==> src/rtl/shift_pkg.sv <==
// Shared definitions for the multi-cycle shift engine.
// Latency: none (declarations only).
// Backpressure: not applicable.
package shift_pkg;

  // Operation encodings carried on in_op. 3'b111 is treated like PASS.
  typedef enum logic [2:0] {
    OP_SLL  = 3'b000,
    OP_SRL  = 3'b001,
    OP_SRA  = 3'b010,
    OP_SLA  = 3'b011,
    OP_ROL  = 3'b100,
    OP_ROR  = 3'b101,
    OP_PASS = 3'b110
  } shift_op_e;

  // Controller state encoding.
  localparam logic [1:0] IDLE_ENC = 2'd0;
  localparam logic [1:0] BUSY_ENC = 2'd1;
  localparam logic [1:0] DONE_ENC = 2'd2;

  typedef enum logic [1:0] {
    ST_IDLE = IDLE_ENC,
    ST_BUSY = BUSY_ENC,
    ST_DONE = DONE_ENC
  } state_e;

endpackage

==> src/rtl/shift_step.sv <==
// Combinational single-step shifter: moves data by 0..STEP positions for one op.
// Latency: combinational, no state.
// Backpressure: none; the caller decides when to register the result.
//
// Ports:
//   data     - word to shift
//   op       - shift_op_e encoding
//   amt      - positions to move this step (0..STEP)
//   sign     - fill/reference bit: original sign for SRA/SLA, 0 for SLL
//   result   - shifted word
//   mismatch - for left shifts, some bit pushed out of the MSB differed from sign
module shift_step
  import shift_pkg::*;
#(
  parameter int WIDTH = 8,
  parameter int STEP  = 1,
  parameter int AMT_W = $clog2(STEP + 1)
) (
  input  logic [WIDTH-1:0] data,
  input  logic [2:0]       op,
  input  logic [AMT_W-1:0] amt,
  input  logic             sign,
  output logic [WIDTH-1:0] result,
  output logic             mismatch
);

  // Unrolled chain of STEP single-bit stages; stage i is active when i < amt.
  always_comb begin
    result   = data;
    mismatch = 1'b0;
    for (int i = 0; i < STEP; i++) begin
      if (i < int'(amt)) begin
        case (op)
          OP_SLL, OP_SLA: begin
            // With sign=0 this flags any 1 lost from an SLL; with the
            // original sign it flags an SLA bit that breaks representability.
            mismatch = mismatch | (result[WIDTH-1] ^ sign);
            result   = {result[WIDTH-2:0], 1'b0};
          end
          OP_SRL:  result = {1'b0, result[WIDTH-1:1]};
          OP_SRA:  result = {sign, result[WIDTH-1:1]};
          OP_ROL:  result = {result[WIDTH-2:0], result[WIDTH-1]};
          OP_ROR:  result = {result[0], result[WIDTH-1:1]};
          default: result = result;
        endcase
      end
    end
  end

endmodule

==> src/rtl/shift_unit.sv <==
// Multi-cycle shift engine (SLL/SRL/SRA/SLA/ROL/ROR/PASS) with overflow flag.
// Latency: result valid ceil(eff/STEP)+1 cycles after the request transfer.
// Backpressure: in_ready low while BUSY/DONE; result held until out_ready.
//
// Ports:
//   clk, rst_n           - clock, synchronous active-low reset
//   in_valid/in_ready    - request handshake; in_op, in_data, in_shamt payload
//   out_valid/out_ready  - result handshake; out_data, out_ovf payload
// Build option: define SHIFT_SAT_EN to saturate overflowing SLA results to the
// signed limit matching the operand sign.
module shift_unit
  import shift_pkg::*;
#(
  parameter int WIDTH   = 8,
  parameter int STEP    = 1,
  parameter int SHAMT_W = $clog2(WIDTH) + 1
) (
  input  logic               clk,
  input  logic               rst_n,
  input  logic               in_valid,
  output logic               in_ready,
  input  logic [2:0]         in_op,
  input  logic [WIDTH-1:0]   in_data,
  input  logic [SHAMT_W-1:0] in_shamt,
  output logic               out_valid,
  input  logic               out_ready,
  output logic [WIDTH-1:0]   out_data,
  output logic               out_ovf
);

  localparam int AMT_W = $clog2(STEP + 1);
  localparam logic [SHAMT_W-1:0] WIDTH_C = SHAMT_W'(WIDTH);
  localparam logic [SHAMT_W-1:0] STEP_C  = SHAMT_W'(STEP);

`ifdef SHIFT_SAT_EN
  localparam bit SAT_EN = 1'b1;
`else
  localparam bit SAT_EN = 1'b0;
`endif

  state_e             state;
  logic [2:0]         op_q;
  logic [WIDTH-1:0]   work_q;
  logic [SHAMT_W-1:0] rem_q;
  logic               sign_q;
  logic               ovf_q;

  logic [SHAMT_W-1:0] eff;
  logic [SHAMT_W-1:0] step_n;
  logic               step_sign;
  logic [WIDTH-1:0]   step_res;
  logic               step_mm;
  logic               ovf_acc;
  logic               fin_ovf;
  logic [WIDTH-1:0]   fin_data;

  // Effective amount: shifts clamp at WIDTH (all bits gone), rotates wrap.
  always_comb begin
    eff = '0;
    case (in_op)
      OP_SLL, OP_SRL, OP_SRA, OP_SLA: eff = (in_shamt > WIDTH_C) ? WIDTH_C : in_shamt;
      OP_ROL, OP_ROR:                 eff = in_shamt % WIDTH_C;
      default:                        eff = '0;
    endcase
  end

  assign step_n    = (rem_q > STEP_C) ? STEP_C : rem_q;
  // SLL compares shifted-out bits against 0, SLA/SRA use the original sign.
  assign step_sign = (op_q == OP_SLL) ? 1'b0 : sign_q;

  shift_step #(
    .WIDTH (WIDTH),
    .STEP  (STEP),
    .AMT_W (AMT_W)
  ) u_step (
    .data     (work_q),
    .op       (op_q),
    .amt      (AMT_W'(step_n)),
    .sign     (step_sign),
    .result   (step_res),
    .mismatch (step_mm)
  );

  // Result of the last BUSY step, including the SLA final-MSB check.
  always_comb begin
    ovf_acc  = ovf_q | step_mm;
    fin_ovf  = 1'b0;
    fin_data = step_res;
    case (op_q)
      OP_SLL:  fin_ovf = ovf_acc;
      OP_SLA:  fin_ovf = ovf_acc | (step_res[WIDTH-1] ^ sign_q);
      default: fin_ovf = 1'b0;
    endcase
    if (SAT_EN && (op_q == OP_SLA) && fin_ovf) begin
      fin_data = sign_q ? {1'b1, {(WIDTH-1){1'b0}}} : {1'b0, {(WIDTH-1){1'b1}}};
    end
  end

  always_ff @(posedge clk) begin
    if (!rst_n) begin
      state     <= ST_IDLE;
      op_q      <= OP_PASS;
      work_q    <= '0;
      rem_q     <= '0;
      sign_q    <= 1'b0;
      ovf_q     <= 1'b0;
      in_ready  <= 1'b1;
      out_valid <= 1'b0;
      out_data  <= '0;
      out_ovf   <= 1'b0;
    end else begin
      case (state)
        ST_IDLE: begin
          if (in_valid && in_ready) begin
            op_q     <= in_op;
            work_q   <= in_data;
            sign_q   <= in_data[WIDTH-1];
            rem_q    <= eff;
            ovf_q    <= 1'b0;
            in_ready <= 1'b0;
            if (eff == '0) begin
              // Nothing to move: operand is the result and cannot overflow.
              state     <= ST_DONE;
              out_valid <= 1'b1;
              out_data  <= in_data;
              out_ovf   <= 1'b0;
            end else begin
              state <= ST_BUSY;
            end
          end
        end
        ST_BUSY: begin
          work_q <= step_res;
          ovf_q  <= ovf_acc;
          rem_q  <= rem_q - step_n;
          if (rem_q == step_n) begin
            state     <= ST_DONE;
            out_valid <= 1'b1;
            out_data  <= fin_data;
            out_ovf   <= fin_ovf;
          end
        end
        ST_DONE: begin
          // in_ready rises only after the result leaves, so a new request
          // is never accepted on the output handshake edge.
          if (out_ready) begin
            state     <= ST_IDLE;
            out_valid <= 1'b0;
            in_ready  <= 1'b1;
          end
        end
        default: begin
          state     <= ST_IDLE;
          in_ready  <= 1'b1;
          out_valid <= 1'b0;
        end
      endcase
    end
  end

endmodule

==> config.mk <==
export PLATFORM = sky130hd
export DESIGN_NAME = shift_unit
export DESIGN_NICKNAME = d
export VERILOG_FILES = /design/src/rtl/shift_pkg.sv /design/src/rtl/shift_step.sv /design/src/rtl/shift_unit.sv
export SDC_FILE = /design/constraint.sdc
export NUM_CORES = 1
export LEC_CHECK = 0
export ABC_AREA = 1
export CELL_PAD_IN_SITES_DETAIL_PLACEMENT = 1
export CELL_PAD_IN_SITES_GLOBAL_PLACEMENT = 2
export CORE_AREA = 2 2 84 86
export CTS_BUF_LIST = sky130_fd_sc_hd__clkbuf_16
export DETAILED_ROUTE_END_ITERATION = 10
export DIE_AREA = 0 0 86 88
export PLACE_DENSITY_LB_ADDON = 0.3
export SLEW_MARGIN = 10
export SYNTH_ARGS = -nofsm -noshare
export SYNTH_HDL_FRONTEND = slang
export SYNTH_SLANG_ARGS = --single-unit
==> constraint.sdc <==
create_clock -name clk -period 1.7 [get_ports clk]
set_input_delay 0.17 -clock clk [delete_from_list [all_inputs] [get_ports clk]]
set_output_delay 0.17 -clock clk [all_outputs]
set_load 0.1 [all_outputs]
# Word level (Yosys, flattened, before mapping)

Index checks and enable logic that the tools add are counted.

Add/sub/neg operators: 1
Order comparisons: 3
Eq/ne operators: 17
Multiplexer cells: 35
Bitwise gates (word level): 5
Reductions and logical operators: 15

Operators with widths:

| operator             | count |
|---|---|
| $mux W8              | 5 |
| $pmux W8 S5          | 1 |
| $pmux W8 S2          | 2 |
| $pmux W4 S2          | 2 |
| $eq A3 B2 Y1 const B | 4 |
| $eq A3 B3 Y1 const B | 4 |
| $mux W1              | 12 |
| $mux W4              | 3 |
| $mux W2              | 4 |
| $ne A2 B2 Y1 const B | 4 |
| $reduce_and A4 Y1    | 2 |
| $eq A3 B1 Y1 const B | 2 |
| $logic_not A3 Y1     | 2 |
| $pmux W1 S2          | 3 |
| $pmux W1 S3          | 2 |
| $pmux W2 S3          | 1 |
| $reduce_and A3 Y1    | 2 |
| $eq A4 B4 Y1         | 1 |
| $gt A4 B1 Y1 const B | 1 |
| $gt A4 B4 Y1 const B | 1 |
| $logic_not A4 Y1     | 1 |
| $reduce_and A2 Y1    | 2 |
| $reduce_or A2 Y1     | 2 |
| $reduce_or A4 Y1     | 1 |
| 10 further kinds     | 12 |

Bits in registers: 30
Input port bits: 19
Output and inout port bits: 11
Word-level logic and storage cells: 86

# Depth between registers and ports, before layout

Depth after elaboration: 10
Mapped depth: 14
Gate-level depth less buffers: 14

# Hierarchy

From an unflattened synthesis, not the netlist that was laid out.

Cells, all modules: 264
Area total of the unflattened synthesis: 1725.4 µm²

By module, submodules not included:

| module     | instances | cells an instance | area each (µm²) | seq. area each (µm²) |
|---|---|---|---|---|
| shift_unit | 1         | 197               | 1425.1          | 600.6 |
| shift_step | 1         | 67                | 300.3           | 0.0 |

# Worst setup path before layout

Ideal clock, no wire load.

Path type: flip-flop to flip-flop
Start point: register in_ready
End point: register out_data[1]
Setup time: 0.067 ns
Data arrival time: 1.959 ns
Data required time: 1.633 ns
Setup slack: -0.326 ns
Stages on the path, launching flop included: 10
Buffers on the path: 1
Clock period less this slack: 2.026 ns
Cell sequence: dfxtp_1 -> nand2_1 -> nand2_2 -> nand2_2 -> nor2_2 -> nand2_2 -> nor2_4 -> buf_8 -> o21ai_2 -> a21oi_2

Cells in the longest elaborated chain, start to end: 3

Ends and longest elaborated chain:

| element                            | line              | text |
|---|---|---|
| start: declaration                 | shift_unit.sv:21  | `output logic in_ready,` |
| start signal: assignment           | shift_unit.sv:107 | `in_ready <= 1'b1;` |
| start signal: assignment           | shift_unit.sv:120 | `in_ready <= 1'b0;` |
| start signal: assignment           | shift_unit.sv:149 | `in_ready <= 1'b1;` |
| $logic_and A1 B1 Y1                | shift_unit.sv:114 | `if (in_valid && in_ready) begin` |
| $ne A2 B2 Y1 (no source line)      | -                 |  |
| $reduce_and A4 Y1 (no source line) | -                 |  |
| end signal: assignment             | shift_unit.sv:125 | `out_data <= in_data;` |
| end signal: assignment             | shift_unit.sv:139 | `out_data <= fin_data;` |
| end: declaration                   | shift_unit.sv:27  | `output logic [WIDTH-1:0] out_data,` |

No other way between the ends.
A chain may end at the register's enable or synchronous reset.

# Final worst setup path

Start point: register rem_q[3]
End point: register out_data[7]

Cells in the longest elaborated chain, start to end: 6
Elaborated cells between the ends (all ways): 9
Those cells by class: order compare (2); eq/ne (2); mux (4); reduce/logical (1)

Ends and longest elaborated chain:

| element                  | line              | text |
|---|---|---|
| start: declaration       | shift_unit.sv:44  | `logic [SHAMT_W-1:0] rem_q;` |
| start signal: assignment | shift_unit.sv:135 | `rem_q <= rem_q - step_n;` |
| $gt A4 B1 Y1             | shift_unit.sv:67  | `assign step_n = (rem_q > STEP_C) ? STEP_C : rem_q;` |
| $mux W4                  | shift_unit.sv:67  |  |
| $lt A1 B1 Y1             | shift_step.sv:32  | `if (i < int'(amt)) begin` |
| $mux W8                  | shift_step.sv:32  |  |
| $mux W8                  | shift_unit.sv:136 | `if (rem_q == step_n) begin` |
| $pmux W8 S2              | shift_unit.sv:112 | `case (state)` |

Several ways; a longest one is shown, not always the timed one. The select of a mux whose other input is x is not followed.

==> run summary <==
CP max FO - 4
Critical Path Source Type - flop
Top Family by Delay on Critical Path - simple AND/OR/NAND/NOR gates
share of layout cells above drive strength 1 - 28.7%
num ports - 30
H-tree depth - 2
cell taking the most area after synthesis - dfxtp_1
Rows - 30
Ant. Diodes - 0
Core ar. - 6640 um2
Mapped Cells - 233
Max VDD drop - 0.935 mV
global-route wire length before repair - 8600 um
Synth-to-Final Area Change - 49.7%
Slowest-stage cell, CP - dfxtp_2
Crit Path Class - reg2reg
Register Area - 604 um2
Clock Skews - 0.00399 ns
min-delay worst type - reg2reg
global route overflow - 0
cts-stage hold buffer count - 0
setup slack at placement - -0.186 ns
Cell Pwr Density - 2110 nW/um2
failing checks - setup timing
Multi-input gate area - 891 um2
final hold vios - 0
routed length per instance - 13.3 um
largest net degree at the start of global routing - 16
CTS tree - yes
vias in the first global route - 1739
Critical Path RT - 1.92 ns
aggregate global-route resource usage - 14.5%
buffers and inverters on the worst path - 3
RSZ-0062 raised after global routing - yes
ys async rst share - 0%
Final Setup Violations - 3
Clock Latency Late Sink - 0.27 ns
Initial Util - 24.4%
GPL Wtd Cong - 0.790
fillers - 835
port bufs - 29
DRC viols - 0
crit path DAT - 1.96 ns
Worst setup EP type - flop
Max Root-Sink Buffers - 2
Tmin final - 1.74 ns
Worst path max stage delay - 0.33 ns
final setup margin - -0.0360 ns
run status - complete, but fails checks
clock-pin transition on the worst setup and hold timing paths - 0.05 ns
CP cell instances - nor2_4 > a21oi_2 > inv_1 > ha_2 > nand2_2 > nand2_2 > nand2_4 > nor2_4 > nand2_2 > nor2_4 > buf_6 > nor2_2 > nor2_1 > o21ai_1 > inv_1
chip width - 86 um
sequential area share after synthesis - 37.1%
Post-synth EDFFs - 0
prevailing post-synth register cell - dfxtp_1
flops & latches, synth - 30
antenna violations before repair - 0
DIE HEIGHT - 88 um
number of buffers created by CTS - 5
total chip power - 5110 uW
Total Nets Final - 315
drt via density - 4.56
HPWL after DPL - 3790 um
DRT Pass-1 Iters - 4
top post-synthesis cells by area - dfxtp_1 (37%), nand2_1 (11%), inv_1 (7.2%)
Synthesis Warnings - 0
most frequent cell after synthesis - nand2_1
Slew Limit Fails - 0
CTS sink cnt - 30
Yosys cell types - 30
Final Core Density - 36.5%
Tcrit/Tclk final - 102%
most frequent cells after synthesis - nand2_1 (49), inv_1 (31), dfxtp_1 (30)
Worst-Margin Slew - 0.389 ns
Max Cap Viol - 0
Die ar. - 7570 um2
Initial DRC Count - 75
Clock Root Buffer - clkbuf_16
Fmax - 576 MHz
slew margin rel. - 73.8%
Post-Syn Nets - 253
Vias - 1715
Leak - 0.00105 uW
Detailed Route WL - 4990 um
antenna-violating nets left - 0
Syn Std Cell Area - 1620 um2
Avg Cell Area, Syn - 6.95 um2
Synth top area share - 37.1%
==> cells in the final DEF (no fill, tap or decap), types with 5 or more instances in the layout <==
| cell type | n |
|---|---|
| nand2_1 | 48 |
| buf_4 | 36 |
| inv_1 | 31 |
| dfxtp_1 | 27 |
| a21oi_1 | 20 |
| clkdlybuf4s50_1 | 18 |
| o21ai_0 | 15 |
| nand3_1 | 12 |
| nor2_1 | 10 |
| o211ai_1 | 8 |
| o21ai_1 | 7 |
| a21oi_2 | 5 |
| nor2_2 | 5 |
| nand2_2 | 5 |
| o21ai_2 | 5 |
| clkbuf_16 | 5 |
==> timing repair <==
item	4_1_cts	5_1_grt
setup endpoints to repair	10	15
buffers inserted	3	1
gates cloned	1	0
pin swaps	3	9
resized for setup	14	14
==> stage by stage <==
step	cells	hold slack [ns]	instance area, um2	TNS [ns]
4_1_cts	376	0.477	2420	-0.271
2_1_floorplan	233	0.300	1620	0
3_5_place_dp	364	0.464	2190	-1.54
5_1_grt	376	0.506	2420	-1.18
3_3_place_gp	364	0.458	2190	-1.16
6_report	376	0.468	2420	-0.0509
==> registers in the layout, indices dropped and copies added, names as in the netlist <==
register	count
in_ready	1
rem_q	4
sign_q	1
out_data	8
ovf_q	1
state	2
work_q	8
out_valid	1
op_q	3
out_ovf	1
==> cell type report <==
type,count,area share (%)
well taps,80,4.13
inverters,35,5.42
clock buffers,5,5.16
clock inverters,3,0.671
flip-flops and latches,30,24.9
repair buffers,61,22.9
multi-input cells,162,36.8
==> cells by family (layout without fill, tap and decap cells) <==
family	count (synthesis)	after routing	share of synthesized area, %
buffers and inverters	41	104	10.9
XOR/XNOR	1	1	0.541
flip-flops	30	30	37.1
AO/OA/AOI/OAI	72	72	26.8
AND/OR/NAND/NOR	88	88	23.9
adder cells (fa/ha/maj)	1	1	0.773
==> worst register-to-register path: cells and delay by family (launching register included) <==
| kind | cells | cell delay (ns) |
|---|---|---|
| and+or+nand+nor | 9 | 0.80 |
| adders and majority gates | 1 | 0.18 |
| buffers and inverters | 3 | 0.24 |
| DFF | 1 | 0.33 |
| AOI/OAI and AO/OA | 2 | 0.14 |
==> where the power goes <==
group	leakage, uW	internal [uW]	switching [uW]
registers	0.000248	947	216
clock network	0.0000672	533	323
logic	0.000735	1230	1860
==> layer usage <==
metal  track usage (%)  wire, um
met5                 0         0
met4              3.90        40
met3              2.54       118
met2              22.6      2260
met1              20.6      2570
==> final timing paths <==
check | startpoint | slack, ns | cells after the start | end
max reg2reg | rem_q[3]$_SDFFE_PN0P_ | -0.04 | 15 | out_data[7]$_SDFFE_PN0P_
min reg2reg | out_valid$_SDFFE_PN0P_ | 0.47 | 2 | out_valid$_SDFFE_PN0P_
min | out_valid$_SDFFE_PN0P_ | 0.47 | 2 | out_valid$_SDFFE_PN0P_
max | rem_q[3]$_SDFFE_PN0P_ | -0.04 | 15 | out_data[7]$_SDFFE_PN0P_
Power figures use the tool's default switching activity.
